<file path="config.mk">
export PLATFORM = sky130hd
export DESIGN_NAME = uart_fifo_tx
export DESIGN_NICKNAME = d
export VERILOG_FILES = /design/src/rtl/uart_fifo_tx.sv
export SDC_FILE = /design/constraint.sdc
export NUM_CORES = 1
export LEC_CHECK = 0
export ABC_AREA = 0
export CAP_MARGIN = 5
export CORE_ASPECT_RATIO = 2
export CORE_MARGIN = 10
export CORE_UTILIZATION = 49
export DETAILED_ROUTE_END_ITERATION = 12
export GPL_TIMING_DRIVEN = 0
export PLACE_DENSITY_LB_ADDON = 0.15
export SLEW_MARGIN = 20
export SYNTH_ARGS = -nofsm -noshare
export SYNTH_HDL_FRONTEND = slang
export SYNTH_SLANG_ARGS = --single-unit
export TNS_END_PERCENT = 1
</file>
<file path="constraint.sdc">
create_clock -name clk -period 1.85 [get_ports clk]
set_input_delay 0.37 -clock clk [delete_from_list [all_inputs] [get_ports clk]]
set_output_delay 0.37 -clock clk [all_outputs]
set_load 0.01 [all_outputs]
</file>
<file path="src/rtl/uart_fifo_tx.sv">
// 8N1 UART transmitter that pops bytes from a registered-read FIFO and
// serializes them LSB first on a glitch-free registered tx line.
module uart_fifo_tx #(
  parameter int CLK_DIV = 434
) (
  input  logic        clk,
  input  logic        rst,
  input  logic        fifo_empty,
  input  logic [7:0]  fifo_data,
  output logic        fifo_rd_en,
  input  logic        tx_en,
  output logic        tx,
  output logic        busy,
  output logic [15:0] sent_count
);

  localparam int CW = (CLK_DIV > 1) ? $clog2(CLK_DIV) : 1;
  localparam logic [CW-1:0] LAST = CW'(CLK_DIV - 1);

  typedef enum logic [2:0] {
    IDLE  = 3'd0,
    FETCH = 3'd1,
    LOAD  = 3'd2,
    START = 3'd3,
    DATA  = 3'd4,
    STOP  = 3'd5
  } state_t;

  state_t         state, state_n;
  logic [CW-1:0]  cnt, cnt_n;
  logic [2:0]     bit_idx, bit_idx_n;
  logic [7:0]     shift, shift_n;
  logic           tx_n, rd_en_n;
  logic [15:0]    sent_count_n;

  // FIFO read handshake: fifo_rd_en is high for the single FETCH cycle; the
  // FIFO presents the popped byte on fifo_data from that edge on, so LOAD
  // captures it one cycle later. fifo_empty is only consulted in IDLE.
  always_ff @(posedge clk or posedge rst) begin
    if (rst) begin
      state      <= IDLE;
      cnt        <= '0;
      bit_idx    <= '0;
      shift      <= '0;
      tx         <= 1'b1;
      fifo_rd_en <= 1'b0;
      sent_count <= '0;
    end else begin
      state      <= state_n;
      cnt        <= cnt_n;
      bit_idx    <= bit_idx_n;
      shift      <= shift_n;
      tx         <= tx_n;
      fifo_rd_en <= rd_en_n;
      sent_count <= sent_count_n;
    end
  end

  always_comb begin
    state_n      = state;
    cnt_n        = cnt;
    bit_idx_n    = bit_idx;
    shift_n      = shift;
    tx_n         = tx;
    rd_en_n      = 1'b0;
    sent_count_n = sent_count;
    case (state)
      IDLE: begin
        tx_n = 1'b1;
        if (!fifo_empty && tx_en) begin
          state_n = FETCH;
          rd_en_n = 1'b1;
        end
      end
      FETCH: state_n = LOAD;
      LOAD: begin
        shift_n = fifo_data;
        cnt_n   = '0;
        tx_n    = 1'b0;
        state_n = START;
      end
      START: begin
        if (cnt == LAST) begin
          cnt_n     = '0;
          bit_idx_n = '0;
          tx_n      = shift[0];
          state_n   = DATA;
        end else begin
          cnt_n = cnt + CW'(1);
        end
      end
      DATA: begin
        if (cnt == LAST) begin
          cnt_n     = '0;
          shift_n   = {1'b0, shift[7:1]};
          bit_idx_n = bit_idx + 3'd1;
          // tx is registered, so the next bit is loaded one edge early.
          if (bit_idx == 3'd7) begin
            tx_n    = 1'b1;
            state_n = STOP;
          end else begin
            tx_n = shift[1];
          end
        end else begin
          cnt_n = cnt + CW'(1);
        end
      end
      STOP: begin
        if (cnt == LAST) begin
          cnt_n        = '0;
          sent_count_n = sent_count + 16'd1;
          state_n      = IDLE;
        end else begin
          cnt_n = cnt + CW'(1);
        end
      end
      default: state_n = IDLE;
    endcase
  end

  assign busy = (state != IDLE);

endmodule

</file>
==> results.tsv <==
metric	value	unit
outcome	completed	
path_clk_slew	0.08	ns
cpPeakStageDelay	0.41	ns
cts_hold_buf	0	
grt_pass1_vias	1736	
critPathKind	reg -> reg	
cp_cell_sequence	inv_1 -> ha_2 -> nand4b_4 -> nor4_4 -> mux2_2	
grt_max_degree	29	
top_layer	met4	
synth-edff-count	0	
rsz0062_at_grt	true	
port_buffers	30	
required	2.04	ns
place_congestion	0.835	
insertion_delay	0.30	ns
tns	0	ns
cp_max_fo	6	
p_per_area	628	mW/mm²
die_height	114	µm
yosysTopAreaCell	dfrtp_1	
synth_ff_type	dfrtp_1	
cp-start-kind	flop	
async_flop_share	100	%
htreeDepth	2	
grt_pass1_wl	8190	µm
die-area	0.00768	mm²
setup_viol	0	
drv_cap	0	
grt_util_all_layers	13.6	%
rows	34	
wirelength	4860	µm
post-route-min-period	1.78	ns
syn_nets	219	
start_util	50.2	%
synth_cell_types	50	
grt_overflow	0	
hp-class	in -> async	
wl_per_cell	16.2	µm
r2r_cells	5	
arrival	1.97	ns
postSynthAreaPerCell	10.8	µm²
max-slew-margin-rel	65.1	%
syn_inst	202	
syn_area	0.00218	mm²
synthTopCellsByCount	40 x dfrtp_1, 18 x nand2_1, 13 x xnor2_1, 12 x o21ai_0, 11 x nand4_1	
yosysMostFrequentCell	dfrtp_1	
n_fill_cell	369	
wl_met3	177	µm
r2r_slack	0.07	ns
vias	1700	
remaining_drc_errors	0	
wirelength_met1	1870	µm
fin_skew	0.00747	ns
worst_pin_slew	0.520	ns
synth_seq_cells	41	
power	1720	µW
tritoncts	built	
wl_met2	2690	µm
first_pass_iters	4	
numCtsBuffers	5	
max_freq	561	MHz
end_kind	flop	
seq_area_frac_synth	47.1	%
drv_slew	0	
vdd_drop_max	0.625	mV
crit_slowest_cell	dfrtp_1	
die_w	67.2	µm
synth.top_cell.area_share	45.9	%
io_pins	31	
path_buf_inv	1	
drive_gt1_share	15.1	%
vias_per_cell	5.69	
antenna_found_initial	0	
area_growth	25.8	%
min_period_over_period	96.3	%
regToRegEndpoint	sent_count[1]	
synth_warnings	0	
drt_iter0_markers	43	
hpwlAfterDp	3670	µm
core-area	0.00434	mm²
hold_viol	0	
ff_latch_area	0.00103	mm²
antenna_cells	0	
netlist_top_cells_area	dfrtp_1 46%, xnor2_1 5.2%, mux2i_1 3.2%, nand4_1 3.2%, nand2_1 3.1%	
nets	261	
cts_buffer_depth	2	
crit_family	simple AND/OR/NAND/NOR gates	
ant_nets	0	
leakagePower	0.00123	µW
cts_root_buf	clkbuf_8	
r2r_start	cnt[1]	
multi_input_area	0.00111	mm²
cts.sinks	41	
[cell usage in the layout (no fill, tap or decap), drive strengths merged, types with 5 or more instances in the layout]
master and count:
nand2 18, inv 7, ha 5, nand4 11, o21ai 17, a31oi 5, nand3 9, nor2 6
dfrtp 40, clkbuf 11, clkdlybuf4s50 29, xnor2 13, buf 9, mux2i 7, nor3 5, and3 6
[logic make-up after synthesis]
group / count (synthesis) / share of synthesized area [%]
AO/OA/AOI/OAI: 40 / 12.9
XOR/XNOR: 16 / 6.43
adder cells (fa/ha/maj): 5 / 2.87
buffers and inverters: 14 / 2.93
flip-flops: 41 / 47.1
multiplexers: 8 / 3.73
AND/OR/NAND/NOR: 78 / 24.1
[worst max path at each step]
stage	startpoint	end	slack, ns	cells after the start
final	cnt[1]	sent_count[1]	0.07	5
after global routing	cnt[1]	sent_count[7]	-0.04	6
after CTS	state[2]	busy	-0.05	3
after detailed placement	cnt[1]	bit_idx[1]	-0.06	6
after global placement	rst	sent_count[15]	-0.41	2
after floorplan	cnt[0]	cnt[7]	0.10	5
[cell type report]
class                           instances  share of cell area [%]
Tap cell                               54                    2.46
Buffer                                  7                    1.69
Timing Repair Buffer                   35                    12.6
Clock inverter                          1                    1.10
Sequential cell                        41                    37.5
Clock buffer                            7                    3.15
Multi-Input combinational cell        147                    40.6
Inverter                                7                   0.958
[power breakdown]
part / internal (µW) / switching (µW) / total, µW
Combinational: 31.8 / 28.2 / 60.0
Sequential: 904 / 5.42 / 910
Clock: 440 / 312 / 752
[metrics by stage]
step	util [%]	cells	worst slack [ns]	cell area [µm²]	hold slack, ns
after floorplan	-	202	0.103	2180	0.440
after global placement	58.7	286	-0.409	2550	0.460
after detailed placement	59.2	287	-0.0595	2570	0.463
after CTS	62.4	295	-0.0531	2710	0.360
after global routing	63.2	299	-0.0418	2740	0.394
final	63.2	299	0.0690	2740	0.353
[flip-flops by register name (all words and copies together), names as in the netlist]
| register | flops |
|---|---|
| bit_idx | 3 |
| cnt | 9 |
| fifo_rd_en | 1 |
| sent_count | 16 |
| shift | 8 |
| state | 3 |
| tx | 1 |
[layer usage]
layer,global-route usage [%],vias to the layer above
met5,0,-
met4,6.47,0
met3,2.65,13
met2,24.9,33
met1,13.7,830
li1,-,824
[timing repair]
action	in CTS	in global routing
gates resized for setup	8	5
pin swaps	0	4
setup endpoints to repair	13	18
setup buffers	0	4
No activity file was read; power rests on OpenSTA's default activity.
